### src/rtl/cv32e40x_alu_b_clmul_stage.sv
// Two-register issue/capture pipeline wrapped around the combinational
// carry-less multiplier of the bitmanip ALU path.
//
// Stage 1 holds the operands, operator and tag of one CLMUL/CLMULH/CLMULR
// request and drives them straight into the external multiplier. Stage 2
// captures the multiplier result together with the tag and offers it to
// writeback. Both handshakes are valid/ready with full backpressure. An
// operation accepted on one clock edge is captured into stage 2 on the
// next edge when the pipeline is free to move.
//
// Stage 1 moves into stage 2 whenever stage 2 is empty or being drained in
// the same cycle, so a stream of back-to-back requests flows at one
// operation per cycle while writeback keeps up.
//
// flush_i kills everything in flight on the next edge and blocks intake for
// that cycle. Only the valid bits are cleared; the data registers keep
// their previous contents, which is harmless because nothing downstream
// qualifies them without a valid bit. Reset clears every register and wins
// over flush and both handshakes.

module cv32e40x_alu_b_clmul_stage #(
    parameter int TAG_W = 5
) (
    input  logic             clk,
    input  logic             rst,
    input  logic             flush_i,

    input  logic             in_valid_i,
    output logic             in_ready_o,
    input  logic [31:0]      in_op_a_i,
    input  logic [31:0]      in_op_b_i,
    input  logic [1:0]       in_operator_i,
    input  logic [TAG_W-1:0] in_tag_i,

    output logic [31:0]      clmul_op_a_o,
    output logic [31:0]      clmul_op_b_o,
    output logic [1:0]       clmul_operator_o,
    input  logic [31:0]      clmul_result_i,

    output logic             out_valid_o,
    input  logic             out_ready_i,
    output logic [31:0]      out_result_o,
    output logic [TAG_W-1:0] out_tag_o,

    output logic             busy_o
);

    // Stage 1: registered request feeding the multiplier
    logic             s1_valid;
    logic [31:0]      s1_a;
    logic [31:0]      s1_b;
    logic [1:0]       s1_op;
    logic [TAG_W-1:0] s1_tag;

    // Stage 2: captured result waiting for writeback
    logic             s2_valid;
    logic [31:0]      s2_result;
    logic [TAG_W-1:0] s2_tag;

    // Pipeline control
    logic             s2_free;
    logic             s1_adv;
    logic             accept;

    // Decide whether stage 1 moves into stage 2 and whether a new request
    // can enter; flush suppresses both so nothing slips past a kill.
    always_comb begin
        s2_free    = !s2_valid || out_ready_i;
        s1_adv     = s1_valid && s2_free && !flush_i;
        in_ready_o = !flush_i && (!s1_valid || s1_adv);
        accept     = in_valid_i && in_ready_o;
    end

    // Stage 1 register: load on accept, empty out when it advances with
    // nothing new behind it, and drop its content on flush.
    always_ff @(posedge clk) begin
        if (rst) begin
            s1_valid <= 1'b0;
            s1_a     <= '0;
            s1_b     <= '0;
            s1_op    <= 2'b00;
            s1_tag   <= '0;
        end else if (flush_i) begin
            s1_valid <= 1'b0;
        end else if (accept) begin
            s1_valid <= 1'b1;
            s1_a     <= in_op_a_i;
            s1_b     <= in_op_b_i;
            s1_op    <= in_operator_i;
            s1_tag   <= in_tag_i;
        end else if (s1_adv) begin
            s1_valid <= 1'b0;
        end
    end

    // Stage 2 register: capture the multiplier result when stage 1 advances,
    // otherwise empty out once writeback has taken the current result.
    always_ff @(posedge clk) begin
        if (rst) begin
            s2_valid  <= 1'b0;
            s2_result <= '0;
            s2_tag    <= '0;
        end else if (flush_i) begin
            s2_valid  <= 1'b0;
        end else if (s1_adv) begin
            s2_valid  <= 1'b1;
            s2_result <= clmul_result_i;
            s2_tag    <= s1_tag;
        end else if (out_ready_i) begin
            s2_valid  <= 1'b0;
        end
    end

    // The multiplier sees stage 1 at all times; operator 11 is passed on
    // untouched and the multiplier treats it as CLMULH.
    assign clmul_op_a_o     = s1_a;
    assign clmul_op_b_o     = s1_b;
    assign clmul_operator_o = s1_op;

    // Writeback side comes straight from stage 2
    assign out_valid_o  = s2_valid;
    assign out_result_o = s2_result;
    assign out_tag_o    = s2_tag;

    assign busy_o = s1_valid || s2_valid;

endmodule

### config.mk
export PLATFORM = sky130hd
export DESIGN_NAME = cv32e40x_alu_b_clmul_stage
export DESIGN_NICKNAME = d
export VERILOG_FILES = /design/src/rtl/cv32e40x_alu_b_clmul_stage.sv
export SDC_FILE = /design/constraint.sdc
export NUM_CORES = 1
export LEC_CHECK = 0
export ABC_CLOCK_PERIOD_IN_PS = 1450
export CORE_MARGIN = 4
export CORE_UTILIZATION = 42
export DETAILED_ROUTE_END_ITERATION = 12
export PLACE_DENSITY_LB_ADDON = 0.25
export SLEW_MARGIN = 20
export SYNTH_ARGS = -nofsm -noshare
export SYNTH_HDL_FRONTEND = slang
export SYNTH_SLANG_ARGS = --single-unit
### constraint.sdc
create_clock -name clk -period 1.45 [get_ports clk]
set_clock_uncertainty 0.1 [all_clocks]
set_input_delay 0.145 -clock clk [delete_from_list [all_inputs] [get_ports clk]]
set_output_delay 0.145 -clock clk [all_outputs]
set_load 0.005 [all_outputs]
# ---- Word-level counts from Yosys, hierarchy flattened
# Cells that the tools add are included.
dict set report totals {
  mem_bits_ro 0
  input_bits 108
  ff_bits 110
  latchBits 0
  n_memories 0
  mem_bits_rw 0
}
dict set report classes {
  n_shift 0
  muxes 4
  eq_ne 0
  bitwise_logic 1
  addsub 0
  reduce_logical 15
  mul 0
  n_lt_le_gt_ge 0
  div_mod_pow 0
}
# operator count
set op_table {}
lappend op_table {{$logic_and 1x1->1} 4}
lappend op_table {{$mux 1} 4}
lappend op_table {{$reduce_and 2->1} 2}
lappend op_table {{$reduce_bool 2->1} 2}
lappend op_table {{$logic_not 1->1} 3}
lappend op_table {{$logic_or 1x1->1} 3}
lappend op_table {{$reduce_or 2->1} 1}
lappend op_table {{$not 1->1} 1}

# ---- Logic depth before layout (Yosys ltp)
dict set report depth {
  ltp_word 8
  mapped_depth 5
  mapped_depth_nobuf 3
}

# ---- Worst setup path before layout
# Ideal clock, no wire load.
dict set report synth_timing {
  path_type {reg2reg}
  start {register s2_valid, in the netlist out_valid_o}
  end {register s1_valid}
  setup_time_ps 115
  t_required_ps 1235
  slack_ps 135
  path_stages_with_launch 6
  arrival_time_ps 1100
  path_buffers 2
  path_cell_list {dfxtp_1 > nand2b_4 > o211a_1 > buf_6 > buf_6 > o21a_1}
}
dict set report synth_between {
  elab_chain_len 8
  word_cells_on_any_way 9
}
# item line
set synth_rtl {}
lappend synth_rtl {{start: declaration} 56} ;# logic s2_valid;
lappend synth_rtl {{start signal: assignment} 100} ;# s2_valid <= 1'b0;
lappend synth_rtl {{start signal: assignment} 104} ;# s2_valid <= 1'b0;
lappend synth_rtl {{start signal: assignment} 106} ;# s2_valid <= 1'b1;
lappend synth_rtl {{$logic_not 1->1 *} 68} ;# s2_free = !s2_valid || out_ready_i;
lappend synth_rtl {{$logic_or 1x1->1 *} 68}
lappend synth_rtl {{$logic_and 1x1->1 * (2 in series)} 69} ;# s1_adv = s1_valid && s2_free && !flush_i;
lappend synth_rtl {{$logic_or 1x1->1} 70} ;# in_ready_o = !flush_i && (!s1_valid || s1_adv);
lappend synth_rtl {{$logic_and 1x1->1} 70}
lappend synth_rtl {{$logic_and 1x1->1} 71} ;# accept = in_valid_i && in_ready_o;
lappend synth_rtl {{$mux 1 or $reduce_bool 2->1 (tied branches)} -}
lappend synth_rtl {{end signal: assignment} 78} ;# s1_valid <= 1'b0;
lappend synth_rtl {{end signal: assignment} 84} ;# s1_valid <= 1'b0;
lappend synth_rtl {{end signal: assignment} 86} ;# s1_valid <= 1'b1;
lappend synth_rtl {{end: declaration} 49} ;# logic s1_valid;
# Every way passes the cells marked *; elsewhere a longest branch is shown, timed or not.
# A chain may end at the register's enable or synchronous reset.

# ---- Worst setup path in the final report
dict set report layout_timing {
  start {register s2_valid, in the netlist out_valid_o}
  end {register s1_b[2], in the netlist clmul_op_b_o[2]}
}
dict set report layout_between {
  elab_chain_len 8
}
# item line
set layout_rtl {}
lappend layout_rtl {{$logic_not 1->1} 68}
lappend layout_rtl {{$logic_or 1x1->1} 68}
lappend layout_rtl {{$logic_and 1x1->1 (2 in series)} 69}
lappend layout_rtl {{$logic_or 1x1->1} 70}
lappend layout_rtl {{$logic_and 1x1->1} 70}
lappend layout_rtl {{$logic_and 1x1->1} 71}
lappend layout_rtl {{$reduce_and 2->1 (no source line)} -}
lappend layout_rtl {{end signal: assignment} 88} ;# s1_b <= in_op_b_i;
lappend layout_rtl {{end: declaration} 51} ;# logic [31:0] s1_b;
# Every way passes these cells.

==> results.json <==
{
  "die_x_um": 113.7,
  "p_leak_uw": 0.003179,
  "route.antenna.remaining_nets": 0,
  "setup_ws_ns": -0.02297,
  "synth_top_area_cell": "dfxtp_1",
  "synth_cell_types": 20,
  "dpl.hpwl_mm": 9.181,
  "status": "complete, but fails checks",
  "fin_nets": 811,
  "cap_violations": 0,
  "die_area_sq_mm": 0.01293,
  "portBuffers": 213,
  "ir_worst_vdd_mv": 0.4434,
  "core_sq_mm": 0.01089,
  "core.rowCount": 38,
  "rsz0062_at_grt": "true",
  "finalSetupTns_ns": -0.06264,
  "fill_cells": 895,
  "synth.cell_area_sq_mm": 0.004695,
  "grt.total_usage_pct": 19.04,
  "top_level_ports": 214,
  "synth_top_area_share_pct": 46.91,
  "vias": 4148,
  "drt-vias-per-instance": 4.892,
  "hold_buffers": 0,
  "first_iter_violations": 284,
  "clkSinkCount": 110,
  "clockBufferDepth": 2,
  "clk_pin_slew_worst_paths_ns": 0.10,
  "synth_cells": 491,
  "cts-root-buf": "clkbuf_8",
  "final_cells": 848,
  "end_kind": "flip-flop",
  "htreeDepth": 3,
  "numCtsBuffers": 9,
  "syn_area_per_cell_sq_um": 9.561,
  "wl_mm": 13.39,
  "required_ns": 1.64,
  "dp_cells": 819,
  "syn_nets": 599,
  "grt_pass1_vias": 4189,
  "place.gp.congestion": 0.8395,
  "wl_per_cell_um": 15.79,
  "violations": "setup timing",
  "place_ws_ns": -0.2415,
  "path_max_fanout": 8,
  "max_freq_mhz": 678.9,
  "clk_latency_ns": 0.36,
  "period_share_pct": 101.6,
  "ys_top_cells_by_area": "dfxtp_1 (47%), nand2b_1 (19%), mux2i_1 (15%), a21oi_1 (4.1%), nand3_1 (3.9%)",
  "multi_input_area_sq_mm": 0.002271,
  "overflow": 0,
  "grt_max_degree": 58,
  "antennaDiodeCount": 0,
  "startpoint_type": "flip-flop",
  "dr.pass1.iters": 4,
  "cp.arrival_ns": 1.67,
  "worst_pin_slew_ns": 0.2493,
  "hold_path.class": "input pin to flip-flop",
  "ys_warn_count": 0,
  "die_height_um": 113.7,
  "p_per_area_mw_per_mm2": 846.5,
  "cts_tree": "yes",
  "antenna_found_initial": 0,
  "final_hold_viol_count": 0,
  "start_util_pct": 43.12,
  "final.min_clock_period_ns": 1.473,
  "seqCellArea_sq_mm": 0.002281,
  "max-slew-margin-rel_pct": 83.38,
  "ys_seq_area_share_pct": 46.91,
  "final-setup-viol-count": 5,
  "route.detailed.drc": 0,
  "syn2layout_area_growth_pct": 57.36,
  "finalMaxSlewViolations": 0,
  "drive_gt1_share_pct": 16.95,
  "ys_seq_elements": 110,
  "grt_pass1_wl_mm": 20.11,
  "worstSetupPathType": "flip-flop to flip-flop"
}
per-layer routing:
metal	up-vias	share of wire (%)	track usage, %
li1	2060	-	-
met1	1919	41	22.28
met2	152	48	32.71
met3	17	8.6	6.207
met4	0	1.6	6.571
met5	-	0	0
timing repair:
| action | in CTS | in global routing |
|---|---|---|
| endpoints found under the setup margin | 106 | 3 |
| gates cloned | 0 | 7 |
| setup buffers | 4 | 2 |
| gates resized for setup | 168 | 12 |
| pin swaps | 1 | 1 |
metrics by stage:
| step | instance area (sq um) | power [uW] | utilization, % | hold slack (ns) |
|---|---|---|---|---|
| after global routing | 7387 | 6506 | 67.85 | 0.1593 |
| after floorplan | 4695 | 3633 | - | 0.1927 |
| final | 7387 | 6254 | 67.85 | 0.1366 |
| after global placement | 7000 | 4215 | 64.30 | 0.3566 |
| after detailed placement | 7000 | 4235 | 64.30 | 0.3600 |
| after CTS | 7214 | 6267 | 66.26 | 0.1164 |
Yosys cell counts:
cell and instances:
clkbuf_1 17, a21oi_1 38, nand2b_1 143, buf_6 8
o21a_1 1, nand2b_4 1, nor2b_1 2, inv_1 1
buf_4 2, dfxtp_1 110, buf_2 17, or2_1 1
a21boi_1 1, mux2i_1 71, o21ai_0 3, o211a_1 1
nor2_1 2, inv_2 1, o21ai_1 34, nand3_1 37
worst paths after layout:
check        slack, ns                startpoint                      endpoint  cells after the start
min               0.14                       rst  clmul_op_b_o[5]$_SDFFE_PP0P_                      3
max              -0.02  out_valid_o$_SDFFE_PP0P_  clmul_op_b_o[2]$_SDFFE_PP0P_                      5
min reg2reg       0.37    s1_tag[3]$_SDFFE_PP0P_     out_tag_o[3]$_SDFFE_PP0P_                      2
max reg2reg      -0.02  out_valid_o$_SDFFE_PP0P_  clmul_op_b_o[2]$_SDFFE_PP0P_                      5
layout by cell type, fill, tap and decap left out, types with 4 or more instances in the layout:
| cell | instances |
|---|---|
| buf_12 | 9 |
| clkdlybuf4s50_1 | 106 |
| dfxtp_2 | 60 |
| nand2b_1 | 143 |
| dfxtp_1 | 49 |
| buf_4 | 16 |
| mux2i_1 | 70 |
| clkbuf_16 | 4 |
| a21oi_1 | 37 |
| nand3_1 | 37 |
| o21ai_1 | 34 |
| dlygate4sd2_1 | 103 |
| clkbuf_8 | 11 |
state kept, by name, summed over array words and instances (netlist names):
register / cells
clmul_op_a_o: 32
clmul_op_b_o: 32
out_result_o: 32
out_tag_o: 5
s1_tag: 5
clmul_operator_o: 2
out_valid_o: 1
s1_valid: 1
report_power, final:
part           internal (uW)  switching (uW)
clock network           1070            1030
registers               3150            59.1
logic                    615             338
kinds of logic after synthesis:
| kind of cell | synth area share [%] |
|---|---|
| buf+inv | 5.570 |
| compound gates | 8.529 |
| simple gates | 23.85 |
| mux | 15.14 |
| flops | 46.91 |
layout make-up:
class                   count  share of cell area (%)
well taps                 140                   2.371
flip-flops and latches    110                   30.88
multi-input cells         336                   30.74
repair buffers            244                   32.76
inverters                   2                  0.1016
clock buffers              11                   2.049
clock inverters             5                   1.101
worst max-delay path, cell delays in order, from the launching register on:
cell	delay, ns
dfxtp_4	0.38
nand2b_4	0.09
buf_6	0.12
o211a_4	0.30
clkbuf_16	0.21
mux2i_1	0.20
No activity file was read; power rests on OpenSTA's default activity.
